**src/rtl/axil_reg_bank.sv**
```systemverilog
// AXI4-Lite slave register bank: R/W control registers plus read-only status inputs,
// with one-cycle write/read strobes. Independent single-outstanding write and read channels.
module axil_reg_bank #(
  parameter int unsigned ADDR_WIDTH = 40,
  parameter int unsigned N_CTRL     = 8,
  parameter int unsigned N_STAT     = 8,
  parameter logic [31:0] CTRL_RESET = 32'h0
) (
  input  logic                     axil_clk,
  input  logic                     axil_rst,
  input  logic [ADDR_WIDTH-1:0]    axil_awaddr,
  input  logic [2:0]               axil_awprot,
  input  logic                     axil_awvalid,
  output logic                     axil_awready,
  input  logic [31:0]              axil_wdata,
  input  logic [3:0]               axil_wstrb,
  input  logic                     axil_wvalid,
  output logic                     axil_wready,
  output logic [1:0]               axil_bresp,
  output logic                     axil_bvalid,
  input  logic                     axil_bready,
  input  logic [ADDR_WIDTH-1:0]    axil_araddr,
  input  logic [2:0]               axil_arprot,
  input  logic                     axil_arvalid,
  output logic                     axil_arready,
  output logic [31:0]              axil_rdata,
  output logic [1:0]               axil_rresp,
  output logic                     axil_rvalid,
  input  logic                     axil_rready,
  output logic [32*N_CTRL-1:0]     ctrl_regs,
  output logic [N_CTRL-1:0]        ctrl_wr_pulse,
  input  logic [32*N_STAT-1:0]     status_regs,
  output logic [N_STAT-1:0]        stat_rd_pulse
);

  localparam int unsigned N_REGS = N_CTRL + N_STAT;
  localparam int unsigned IW     = (N_REGS > 1) ? $clog2(N_REGS) : 1;
  localparam logic [IW:0] CTRL_LIM = (IW+1)'(N_CTRL);
  localparam logic [IW:0] REGS_LIM = (IW+1)'(N_REGS);
  localparam logic [1:0]  OKAY   = 2'b00;
  localparam logic [1:0]  SLVERR = 2'b10;

  typedef enum logic {W_ADDR_DATA, W_RESP} w_state_e;
  typedef enum logic {R_ADDR, R_DATA} r_state_e;

  w_state_e                w_state_q, w_state_n;
  r_state_e                r_state_q, r_state_n;
  logic                    aw_held_q, aw_held_n, w_held_q, w_held_n;
  logic [IW-1:0]           aw_idx_q, aw_idx_n, cw_idx, r_idx;
  logic [31:0]             wdata_q, wdata_n, cw_data;
  logic [3:0]              wstrb_q, wstrb_n, cw_strb;
  logic [N_CTRL-1:0][31:0] ctrl_q, ctrl_n;
  logic                    awready_n, wready_n, bvalid_n, arready_n, rvalid_n;
  logic [1:0]              bresp_n, rresp_n;
  logic [31:0]             rdata_n;
  logic [N_CTRL-1:0]       wr_pulse_n;
  logic [N_STAT-1:0]       rd_pulse_n;
  logic                    aw_hs, w_hs, ar_hs;
  logic                    unused_bits;

  assign aw_hs       = axil_awvalid & axil_awready;
  assign w_hs        = axil_wvalid & axil_wready;
  assign ar_hs       = axil_arvalid & axil_arready;
  assign ctrl_regs   = ctrl_q;
  assign unused_bits = ^{axil_awprot, axil_arprot, axil_awaddr, axil_araddr};

  // Write channel: collect AW and W in either order, commit when both are held.
  always_comb begin
    w_state_n  = w_state_q;
    aw_held_n  = aw_held_q;
    w_held_n   = w_held_q;
    aw_idx_n   = aw_idx_q;
    wdata_n    = wdata_q;
    wstrb_n    = wstrb_q;
    awready_n  = axil_awready;
    wready_n   = axil_wready;
    bvalid_n   = axil_bvalid;
    bresp_n    = axil_bresp;
    ctrl_n     = ctrl_q;
    wr_pulse_n = '0;
    cw_idx     = aw_hs ? axil_awaddr[IW+1:2] : aw_idx_q;
    cw_data    = w_hs ? axil_wdata : wdata_q;
    cw_strb    = w_hs ? axil_wstrb : wstrb_q;
    case (w_state_q)
      W_ADDR_DATA: begin
        if ((aw_held_q || aw_hs) && (w_held_q || w_hs)) begin
          w_state_n = W_RESP;
          aw_held_n = 1'b0;
          w_held_n  = 1'b0;
          awready_n = 1'b0;
          wready_n  = 1'b0;
          bvalid_n  = 1'b1;
          if ({1'b0, cw_idx} < CTRL_LIM) begin
            bresp_n = OKAY;
            for (int k = 0; k < int'(N_CTRL); k++) begin
              if (cw_idx == IW'(k)) begin
                wr_pulse_n[k] = 1'b1;
                for (int b = 0; b < 4; b++) begin
                  if (cw_strb[b]) ctrl_n[k][8*b +: 8] = cw_data[8*b +: 8];
                end
              end
            end
          end else begin
            bresp_n = SLVERR;
          end
        end else begin
          if (aw_hs) begin
            aw_held_n = 1'b1;
            aw_idx_n  = axil_awaddr[IW+1:2];
          end
          if (w_hs) begin
            w_held_n = 1'b1;
            wdata_n  = axil_wdata;
            wstrb_n  = axil_wstrb;
          end
          awready_n = !(aw_held_q || aw_hs);
          wready_n  = !(w_held_q || w_hs);
        end
      end
      W_RESP: begin
        if (axil_bvalid && axil_bready) begin
          w_state_n = W_ADDR_DATA;
          bvalid_n  = 1'b0;
          awready_n = 1'b1;
          wready_n  = 1'b1;
        end
      end
      default: w_state_n = W_ADDR_DATA;
    endcase
  end

  // Read channel: reads see the control registers before any same-cycle commit.
  always_comb begin
    r_state_n  = r_state_q;
    arready_n  = axil_arready;
    rvalid_n   = axil_rvalid;
    rresp_n    = axil_rresp;
    rdata_n    = axil_rdata;
    rd_pulse_n = '0;
    r_idx      = axil_araddr[IW+1:2];
    case (r_state_q)
      R_ADDR: begin
        arready_n = 1'b1;
        if (ar_hs) begin
          r_state_n = R_DATA;
          arready_n = 1'b0;
          rvalid_n  = 1'b1;
          rresp_n   = OKAY;
          rdata_n   = '0;
          if ({1'b0, r_idx} < CTRL_LIM) begin
            for (int k = 0; k < int'(N_CTRL); k++) begin
              if (r_idx == IW'(k)) rdata_n = ctrl_q[k];
            end
          end else if ({1'b0, r_idx} < REGS_LIM) begin
            for (int k = 0; k < int'(N_STAT); k++) begin
              if (r_idx == IW'(N_CTRL + k)) begin
                rdata_n       = status_regs[32*k +: 32];
                rd_pulse_n[k] = 1'b1;
              end
            end
          end else begin
            rresp_n = SLVERR;
          end
        end
      end
      R_DATA: begin
        if (axil_rvalid && axil_rready) begin
          r_state_n = R_ADDR;
          rvalid_n  = 1'b0;
          arready_n = 1'b1;
        end
      end
      default: r_state_n = R_ADDR;
    endcase
  end

  always_ff @(posedge axil_clk or posedge axil_rst) begin
    if (axil_rst) begin
      w_state_q     <= W_ADDR_DATA;
      r_state_q     <= R_ADDR;
      aw_held_q     <= 1'b0;
      w_held_q      <= 1'b0;
      aw_idx_q      <= '0;
      wdata_q       <= '0;
      wstrb_q       <= '0;
      ctrl_q        <= {N_CTRL{CTRL_RESET}};
      axil_awready  <= 1'b0;
      axil_wready   <= 1'b0;
      axil_bvalid   <= 1'b0;
      axil_bresp    <= 2'b00;
      axil_arready  <= 1'b0;
      axil_rvalid   <= 1'b0;
      axil_rresp    <= 2'b00;
      axil_rdata    <= '0;
      ctrl_wr_pulse <= '0;
      stat_rd_pulse <= '0;
    end else begin
      w_state_q     <= w_state_n;
      r_state_q     <= r_state_n;
      aw_held_q     <= aw_held_n;
      w_held_q      <= w_held_n;
      aw_idx_q      <= aw_idx_n;
      wdata_q       <= wdata_n;
      wstrb_q       <= wstrb_n;
      ctrl_q        <= ctrl_n;
      axil_awready  <= awready_n;
      axil_wready   <= wready_n;
      axil_bvalid   <= bvalid_n;
      axil_bresp    <= bresp_n;
      axil_arready  <= arready_n;
      axil_rvalid   <= rvalid_n;
      axil_rresp    <= rresp_n;
      axil_rdata    <= rdata_n;
      ctrl_wr_pulse <= wr_pulse_n;
      stat_rd_pulse <= rd_pulse_n;
    end
  end

endmodule
```
**config.mk**
```make
export PLATFORM = sky130hd
export DESIGN_NAME = axil_reg_bank
export DESIGN_NICKNAME = d
export VERILOG_FILES = /design/src/rtl/axil_reg_bank.sv
export SDC_FILE = /design/constraint.sdc
export NUM_CORES = 1
export LEC_CHECK = 0
export ABC_AREA = 1
export BUFFER_PORTS_ARGS = -buffer_cell sky130_fd_sc_hd__buf_2
export CAP_MARGIN = 0
export CORE_AREA = 2 2 268 270
export CTS_CLUSTER_DIAMETER = 200
export CTS_CLUSTER_SIZE = 25
export DETAILED_ROUTE_END_ITERATION = 8
export DIE_AREA = 0 0 270 272
export SYNTH_ARGS = -nofsm -noshare
export SYNTH_HDL_FRONTEND = slang
export SYNTH_SLANG_ARGS = --single-unit
```
**constraint.sdc**
```tcl
create_clock -name axil_clk -period 9.6 [get_ports axil_clk]
set_input_delay 0 -clock axil_clk [delete_from_list [all_inputs] [get_ports axil_clk]]
set_output_delay 0 -clock axil_clk [all_outputs]
set_load 0.05 [all_outputs]
```
==> out/summary.txt, run 1 <==
status: completed
r2r startpoint: axil_wready
setup TNS: 0 ns
critical path type: in -> reg
minimum clock period: 3.578 ns
H-tree levels: 1
Worst Hold Depth: 3
R2R Path End: wdata_q[14]
# DRC: 0
reg-to-reg slack, setup: 6.51 ns
Synth Area in Adders: 0
GR Overflow Total: 0
DR pass1 iterations: 7
RSZ-0062 raised after global routing: no
top cells by area, synth: dfrtp_1 (51%), nand2_1 (15%), o21ai_0 (7.8%)
clock root cell: clkbuf_16
Final period util: 0.3727
number of CTS-inserted buffers: 18
GPL Wtd Cong: 0.9483
Synth Area in Simple Gates: 0.2975
CTS clk-pin slew, worst paths: 0.11 ns
Worst path most repeated cell: nand2_1
largest net degree at the start of global routing: 166
slowest CP cell: inv_1
Post-Syn Area: 0.01740 mm²
critical path data arrival time: 4.03 ns
DR vias: 18,430
vias in the first global route: 17,680
WP buf/inv: 8
die height: 272 µm
main combinational cell family by area after synthesis: simple AND/OR/NAND/NOR gates
Post-Synthesis Cells: 2,276
synth warn: 0
crit-path max cell delay: 0.58 ns
die area: 0.07344 mm²
Worst slew margin: 0.2011
maxcap violations: 0
NumNets Final: 3,309
Pins Over Slew Limit: 0
Max Fanout on Critical Path: 37
worst slew pin tran: 1.165 ns
CTS max path bufs: 3
Synth Area in Compound Gates: 0.1087
Seq/Total Area, Yosys: 0.5092
Clock Skew: 0.02735 ns
Power, Total: 7.219 mW
top-area cell type share of the netlist area: 0.5092
CP endpoint kind: register
Port Buffer Count: 616
share of power burned in combinational logic: 0.525
WP data required: 10.05 ns
crit-path leading delay family: buffers and inverters
startpoint types: input pin
vias per cell: 4.736
antenna violations before repair: 21
Cell Chain, Critical Path: dlygate4sd3_1, buf_2, inv_2, buf_4, nand2_1, nor2_4, buf_4, inv_1, o21ai_0, inv_1, nand2_1, nand2_1, nand2_1, dlygate4sd3_1, nand2_1
Hold/Removal Path Class: in -> reg
mux cell area share after synthesis: 0.02071
Min-Delay Endpoint: wdata_q[11]
Die Wd: 270 µm
core area: 0.07075 mm²
post-DP HPWL: 66.42 mm
WL/cell: 22.42 µm
# IOs: 698
number of synthesized register bits: 354
most frequent cells in the layout: nand2_1 (713), buf_2 (616), dfrtp_1 (354)
Starting Density: 0.2459
commonest non-fill, non-tap cell in the layout: nand2_1
post-synthesis xor/xnor area fraction: 0
Fin. Hold Viols: 0
unique cell type count in the Yosys netlist: 26
# clock sinks: 354
drt total wl: 87.25 mm
Fill cells: 7,680
worst hold start: axil_wdata[11]
cell row count: 98
cell taking the most area after synthesis: dfrtp_1
sw frac: 0.5522
Max VDD drop: 232.3 µV
first-pass GRT wire length: 124.5 mm
setup bufs post-CTS: 0
All-Layer GR Usage: 0.2292
switching power: 3.986 mW
Final setup violation count: 0
Detail Route Antenna Nets: 0
CTS tree: done
Power Dens Cells: 313.4 mW/mm²
Pint: 3.233 mW
clk_lat worst skew: 0.55 ns
share of post-route cells with drive strength above 1: 0.2390
initial drt markers: 1,318
mean area per synthesized cell: 7.644 µm²
Sequential Power Share: 0.348
f_max: 279.5 MHz
Leak: 11.79 nW
cells on worst reg2reg path: 8
Crit. path cell count: 15
area grow syn2layout: 32.41%
Clock power frac: 0.127
[synth_stat cells (all sizes together)]
master and number:
dfrtp 354, buf 51, nand3b 6, o21ai 286, nand2 715, mux2i 36, or2 5, clkinv 1
clkbuf 71, nand3 205, inv 148, a21oi 91, nor2 220, conb 1, nand4 73, nor3 13
[what timing repair did]
item	CTS	global route
endpoints found under the hold margin	232	0
resized for setup	0	0
hold buffers	103	0
[worst max-delay path by stage]
stage                        start             end  slack (ns)
CTS                 axil_araddr[5]  axil_rdata[25]        5.92
global route        axil_araddr[5]  axil_rdata[28]        5.70
floorplan                 axil_rst       aw_held_q        4.86
detailed placement  axil_araddr[5]   axil_rdata[5]        6.37
finish              axil_araddr[5]  axil_rdata[28]        6.02
global placement    axil_araddr[2]   axil_rdata[3]        6.40
[per-stage QoR]
stage | setup slack [ns] | cell area, µm² | hold WS [ns] | utilization | instances
2_1_floorplan | 4.858 | 17410 | 0.08925 | - | 2278
3_3_place_gp | 6.396 | 21450 | 0.1919 | 0.3032 | 3751
6_report | 6.022 | 23040 | 0.01663 | 0.3256 | 3892
4_1_cts | 5.925 | 22990 | 0.005543 | 0.3250 | 3875
5_1_grt | 5.702 | 23020 | 0.01674 | 0.3254 | 3887
3_5_place_dp | 6.373 | 21450 | 0.2020 | 0.3032 | 3751
[final cells by class]
class / count / area (µm²) / share of cell area
sequential: 354 / 8859 / 0.3846
clock buffer: 20 / 489.2 / 0.02124
inverter: 149 / 563.0 / 0.02444
multi-input combinational: 1653 / 7530 / 0.3269
tap: 950 / 1189 / 0.05160
timing repair buffer: 748 / 4344 / 0.1886
antenna: 17 / 42.54 / 0.001847
clock inverter: 1 / 20.02 / 0.0008690
[cell families (layout without fill, tap and decap cells)]
group	Yosys count	in the layout
AND/OR/NAND/NOR	1237	1237
other	1	20
AO/OA/AOI/OAI	377	377
flip-flops	354	354
multiplexers	36	36
buffers and inverters	271	918
[power by group through the flow]
| stage | clock network [mW] | registers, mW | logic [mW] |
|---|---|---|---|
| after floorplan | 0 | 4.12 | 0.931 |
| after global placement | 0 | 2.52 | 3.72 |
| after detailed placement | 0 | 2.53 | 3.76 |
| after CTS | 0.943 | 2.51 | 3.81 |
| after global routing | 0.988 | 2.58 | 4.03 |
| final | 0.916 | 2.51 | 3.79 |
[sequential cells by signal, summed over array words and instances (netlist names)]
name,flops
stat_rd_pulse,8
aw_held_q,1
r_state_q,1
axil_arready,1
ctrl_regs,256
w_held_q,1
aw_idx_q,4
axil_rdata,32
axil_bvalid,1
axil_awready,1
axil_wready,1
wstrb_q,4
wdata_q,32
w_state_q,1
axil_rvalid,1
ctrl_wr_pulse,8
axil_bresp,1
[worst min-delay path, stage by stage]
cell	delay, ns
buf_2	0.08
mux2i_1	0.24
a21oi_1	0.21
[per-layer routing]
layer,up-vias,GRT usage,share of wire
met2,711,0.3684,0.46
met5,-,0,0
met1,8879,0.3050,0.44
met3,120,0.03967,0.060
met4,0,0.09532,0.045
li1,8721,-,-
(Power assumes the default switching activity.)
==> run 2, diff against run 1 <==
clock period = 3.5 ns   (was 9.6 ns; I/O delays follow)
==> run 2 against run 1 <==
Die area stayed put. Sequential power rose to 2.7 times the previous value. Utilization up 0.50 points. Worst setup slack lost 5.8 ns.
==> out/summary.txt, run 2 (synthesis gave the netlist of run 1 again) <==
status: completed
CTS clk-pin slew, worst paths: 0.11 ns (about the same)
crit-path max cell delay: 0.68 ns (+0.10 ns)
CP endpoint kind: register
minimum clock period: 3.328 ns
DP Area: 0.02179 mm² (+1.6%)
Pins Over Slew Limit: 0 (unchanged)
startpoint types: input pin
Max VDD drop: 618.8 µV (+170%)
Worst slew margin: 0.1460 (-0.05507)
Max Fanout on Critical Path: 10 (-73%)
NumNets Final: 3,349 (+1.2%)
commonest non-fill, non-tap cell in the layout: nand2_1
RSZ-0062 raised after global routing: no
fin area: 0.02339 mm² (+1.5%)
area grow syn2layout: 34.44%
vias in the first global route: 17,760 (+0.46%)
# clock sinks: 354 (unchanged)
Power Dens Cells: 847.9 mW/mm² (+170%)
DR vias: 18,470 (+0.19%)
Clock Skew: 0.04038 ns (+0.01303 ns)
DR pass1 iterations: 5 (-2)
WP data required: 4.00 ns (-6.05 ns)
initial drt markers: 1,452 (+10%)
Leak: 12.01 nW (+1.8%)
CTS max path bufs: 3 (unchanged)
post-DP HPWL: 68.16 mm (+2.6%)
crit-path leading delay family: buffers and inverters
vias per cell: 4.704 (-0.68%)
Detail Route Antenna Nets: 0 (unchanged)
Worst path most repeated cell: nand2_1
Hold/Removal Path Class: in -> reg
max FFs per register: 256 (unchanged)
largest net degree at the start of global routing: 96 (-42%)
worst slew pin tran: 1.280 ns (+0.1145 ns)
Fin. Hold Viols: 0 (unchanged)
WL/cell: 22.37 µm (-0.21%)
GR Overflow Total: 0 (unchanged)
first-pass GRT wire length: 124.6 mm (+0.11%)
Final setup violation count: 0 (unchanged)
core area: 0.07075 mm² (unchanged)
H-tree levels: 1 (unchanged)
die area: 0.07344 mm² (unchanged)
CTS tree: done
die height: 272 µm (unchanged)
final core utilization: 0.3306 (+0.004970)
maxcap violations: 0 (unchanged)
number of CTS-inserted buffers: 18 (unchanged)
critical path type: in -> reg
most frequent cells in the layout: nand2_1 (713), buf_2 (616), dfrtp_1 (354)
cell row count: 98 (unchanged)
# DRC: 0 (unchanged)
Cell Chain, Critical Path: dlygate4sd3_1, buf_2, inv_1, nand2_1, nor2_2, buf_4, nand2_1, nand3_1, nor2_1, nand4_1, dlygate4sd3_1, nand2_1, dlygate4sd3_1, nand2_1, nand2_1, nand2_1
drt total wl: 87.83 mm (+0.66%)
antenna violations before repair: 15 (-29%)
Final period util: 0.9509
clock root cell: clkbuf_16
Port Buffer Count: 616 (unchanged)
WP buf/inv: 6 (-2)
share of post-route cells with drive strength above 1: 0.2497 (+0.01069)
# IOs: 698 (unchanged)
All-Layer GR Usage: 0.2297 (+0.0005282)
critical path data arrival time: 3.83 ns (-0.20 ns)
clk_lat worst skew: 0.56 ns (about the same)
slowest CP cell: nor2_2
Die Wd: 270 µm (unchanged)
Starting Density: 0.2459 (unchanged)
f_max: 300.5 MHz
GPL Wtd Cong: 0.9729 (+2.6%)
==> run 2: worst paths after layout <==
| kind | from | to | slack, ns | cells after the start |
|---|---|---|---|---|
| max | axil_araddr[3] | axil_rdata[11] | 0.17 | 16 |
| min | axil_wdata[7] | wdata_q[7] | 0.007 | 3 |
| max reg2reg | axil_awready | ctrl_regs[168] | 0.91 | 7 |
| min reg2reg | axil_rdata[10] | axil_rdata[10] | 0.48 | 2 |
| max in group asynchronous | axil_rst | ctrl_regs[238] | 2.39 | 4 |
| min in group asynchronous | axil_rst | wstrb_q[2] | 0.11 | 3 |
==> run 2: timing repair <==
| action | in CTS | in global routing |
|---|---|---|
| resized for setup | 0 | 2 |
| endpoints found under the setup margin | 0 | 1 |
| endpoints found under the hold margin | 217 | 1 |
| hold buffers | 102 | 1 |
| buffers inserted | 0 | 3 |
==> run 2: per-layer routing <==
layer	track usage	routed length [µm]	vias to the layer above
met5	0	0	-
li1	-	-	8787
met1	0.3063	38330	8877
met3	0.03967	5537	107
met2	0.3780	40930	695
met4	0.07529	3033	0
==> run 2: power breakdown <==
| group | switching [mW] | leakage (nW) | total [mW] | internal (mW) |
|---|---|---|---|---|
| Sequential | 1.24 | 4.69 | 6.89 | 5.64 |
| Clock | 1.46 | 0.246 | 2.46 | 0.996 |
| Combinational | 8.21 | 7.08 | 10.5 | 2.28 |
==> run 2: worst min-delay path: cells and delay by family <==
kind,cells,cell delay (ns)
muxes,1,0.22
AOI/OAI and AO/OA,1,0.21
buffers and inverters,1,0.09
==> run 2: cell type report <==
cell class / count / area [µm²]
diodes: 12 / 30.03
fillers: 7707 / 47360
well taps: 950 / 1189
repair buffers: 787 / 4700
multi-input cells: 1654 / 7538
inverters: 149 / 566.8
clock buffers: 19 / 475.5
flip-flops and latches: 354 / 8859
clock inverters: 1 / 30.03
==> run 2: stage by stage <==
step	hold WS (ns)	instances	setup TNS, ns	setup WS [ns]	power, mW
final	0.007392	3926	0	0.1720	19.83
after global placement	0.1433	3787	0	0.8708	17.21
after detailed placement	0.1453	3787	0	0.8430	17.34
after CTS	0.001021	3909	0	0.1688	19.94
after global routing	0.05426	3923	0	0.04360	20.93
after floorplan	0.08925	2278	-439.80	-1.242	13.87
==> run 3, diff against run 2 <==
REMOVE_ABC_BUFFERS = 1   (was not set)
==> run 3 against run 2 <==
The flow now finishes with violations (hold timing). Cell count fell by 0.56%. First-iteration DRC count rose by 24%. Critical path depth fell by 2. Combinational power barely moved. Die area did not move. Utilization fell by 0.13 points. Fmax rose by 15%. Clock skew rose by 0.013 ns. Flip-flop and latch count did not move. Register-to-register slack got worse by 0.04 ns. Critical endpoint is now axil_rdata[10]. Largest power group unchanged.
==> out/summary.txt, run 3 (synthesis gave the netlist of run 1 again) <==
status: complete, but fails checks
failing checks: hold timing
multi-input logic area: 0.007547 mm² (+0.12%)
max FFs per register: 256 (unchanged)
slowest CP cell: nor2_4
met1 GRT Util: 0.2994 (-0.006890)
share of power burned in combinational logic: 0.522 (-0.007)
commonest non-fill, non-tap cell in the layout: nand2_1
worst hold start: status_regs[230]
switching power: 10.82 mW (-0.93%)
drt total wl: 85.43 mm (-2.7%)
cell row count: 98 (unchanged)
RSZ-0062 raised after global routing: no
initial drt markers: 1,795 (+24%)
vias in the first global route: 17,330 (-2.4%)
clk_lat worst skew: 0.57 ns (about the same)
Final period util: 0.8249 (-0.1260)
Sequential Power Share: 0.353 (+0.006)
Starting Density: 0.2459 (unchanged)
area grow syn2layout: 33.91%
CTS clk-pin slew, worst paths: 0.11 ns (about the same)
CTS max path bufs: 3 (unchanged)
DR pass1 iterations: 7 (+2)
f_max: 346.4 MHz (+15%)
WP data required: 4.01 ns (about the same)
CTS tree: done
crit-path leading delay family: buffers and inverters
Max VDD drop: 585.3 µV (-5.4%)
CP endpoint kind: register
first-pass GRT wire length: 121.4 mm (-2.6%)
post-cts resize count: 0 (unchanged)
Port Buffer Count: 616 (unchanged)
Leak: 11.95 nW (-0.51%)
Worst path most repeated cell: nand2_1
DR vias: 18,700 (+1.2%)
Cell Chain, Critical Path: dlygate4sd3_1, buf_2, inv_2, nor2_4, buf_4, nand3_1, nand3_1, nor2_1, nand4_1, nand2_1, dlygate4sd3_1, nand2_1, nand2_1, nand2_1
final core utilization: 0.3293 (-0.001291)
Hold/Removal Path Class: in -> reg
crit-path max cell delay: 0.84 ns (+0.16 ns)
vias per cell: 4.789 (+1.8%)
cells on worst reg2reg path: 9 (+2)
NumNets Final: 3,332 (-0.51%)
setup bufs post-CTS: 0 (unchanged)
sequential cell area: 0.008859 mm² (unchanged)
Crit. path cell count: 14 (-2)
Pins Over Slew Limit: 0 (unchanged)
met2 global-route usage: 0.3641 (-0.01394)
minimum clock period: 2.887 ns (-0.4409 ns)
All-Layer GR Usage: 0.2234 (-0.006340)
# IOs: 698 (unchanged)
Fill cells: 7,557 (-1.9%)
post-DP HPWL: 62.34 mm (-8.5%)
worst slew pin tran: 1.106 ns (-0.1741 ns)
critical path data arrival time: 3.39 ns (-0.44 ns)
GR Overflow Total: 0 (unchanged)
WL/cell: 21.88 µm (-2.2%)
most frequent cells in the layout: nand2_1 (713), buf_2 (616), dfrtp_1 (354)
GPL Wtd Cong: 0.9337 (-4.0%)
die area: 0.07344 mm² (unchanged)
startpoint types: input pin
Die Wd: 270 µm (unchanged)
antenna violations before repair: 8 (-7)
maxcap violations: 0 (unchanged)
Pint: 8.830 mW (-0.94%)
Clock Skew: 0.05356 ns (+0.01318 ns)
Max Fanout on Critical Path: 38 (+28)
critical path type: in -> reg
final hold slack: -0.03161 ns (-0.03900 ns)
Final setup violation count: 0 (unchanged)
H-tree levels: 1 (unchanged)
busiest grt layer: met2
largest net degree at the start of global routing: 114 (+19%)
Worst setup startpoint: axil_araddr[5]
Worst Hold Depth: 7 (+4)
Detail Route Antenna Nets: 0 (unchanged)
# DRC: 0 (unchanged)
Clock power frac: 0.125 (about the same)
GR Layer Usage met3: 0.03817 (-0.001499)
# clock sinks: 354 (unchanged)
Worst slew margin: 0.2612 (+0.1152)
die height: 272 µm (unchanged)
core area: 0.07075 mm² (unchanged)
clock root cell: clkbuf_16
Fin. Hold Viols: 3 (+3)
number of CTS-inserted buffers: 18 (unchanged)
sw frac: 0.5505 (about the same)
WP buf/inv: 5 (-1)
r2r startpoint: axil_awready
Power Dens Cells: 843.3 mW/mm² (-0.54%)
share of post-route cells with drive strength above 1: 0.2447 (-0.005007)
run 3: cell count changes in the layout (fill, tap and decap cells not counted), moves of 2 or more:
cell,delta
buf_4,-21
diode_2,-5
dlygate4sd3_1,+3
nor2_2,-3
buf_12,+2
clkinvlp_4,-2
inv_2,+2
nor2_4,+2
run 3: worst min-delay path, stage by stage:
cell and delay [ns]:
buf_2 0.08, inv_1 0.03, nand2_1 0.06, nand2_1 0.13, nand2_1 0.09, nand2_1 0.05, nand2_1 0.05
run 3: path summary, 6_finish.rpt:
path                             endpoint  slack [ns]
setup reg to reg           ctrl_regs[114]        0.87
setup / recovery           axil_rdata[10]        0.61
min in group asynchronous   ctrl_regs[36]        0.17
hold / removal              axil_rdata[6]       -0.03
hold reg to reg             axil_rdata[6]        0.49
max in group asynchronous  ctrl_regs[237]        2.39
run 3: layout make-up:
type	instances	area share
flip-flops and latches	354	0.3803
multi-input cells	1653	0.3240
repair buffers	771	0.1980
well taps	950	0.05102
inverters	149	0.02433
clock buffers	19	0.02041
clock inverters	1	0.001289
diodes	7	0.0007519
run 3: repair_timing:
action / CTS / global route
setup endpoints to repair: 0 / 0
hold endpoints to repair: 402 / 0
hold buffers: 106 / 0
run 3: stage by stage:
| stage | power (mW) | setup TNS [ns] | setup slack (ns) | cells | instance area, µm² |
|---|---|---|---|---|---|
| floorplan | 13.82 | -2296.78 | -6.320 | 2156 | 16850 |
| global placement | 17.04 | 0 | 0.9532 | 3771 | 21710 |
| detailed placement | 17.16 | 0 | 0.8785 | 3771 | 21710 |
| CTS | 19.73 | 0 | 0.7035 | 3897 | 23280 |
| global route | 20.67 | 0 | 0.4471 | 3900 | 23290 |
| finish | 19.65 | 0 | 0.6130 | 3904 | 23300 |
run 3: metal layers:
| layer | share of wire | wire (µm) |
|---|---|---|
| met1 | 0.43 | 36860 |
| met4 | 0.034 | 2936 |
| met3 | 0.075 | 6404 |
| met5 | 0 | 0 |
| met2 | 0.46 | 39220 |
run 3: power by group through the flow:
stage / logic (mW) / clock network, mW / registers, mW
floorplan: 2.50 / 0 / 11.3
global placement: 10.1 / 0 / 6.96
detailed placement: 10.2 / 0 / 6.98
CTS: 10.3 / 2.52 / 6.91
global route: 10.9 / 2.65 / 7.12
finish: 10.3 / 2.45 / 6.94
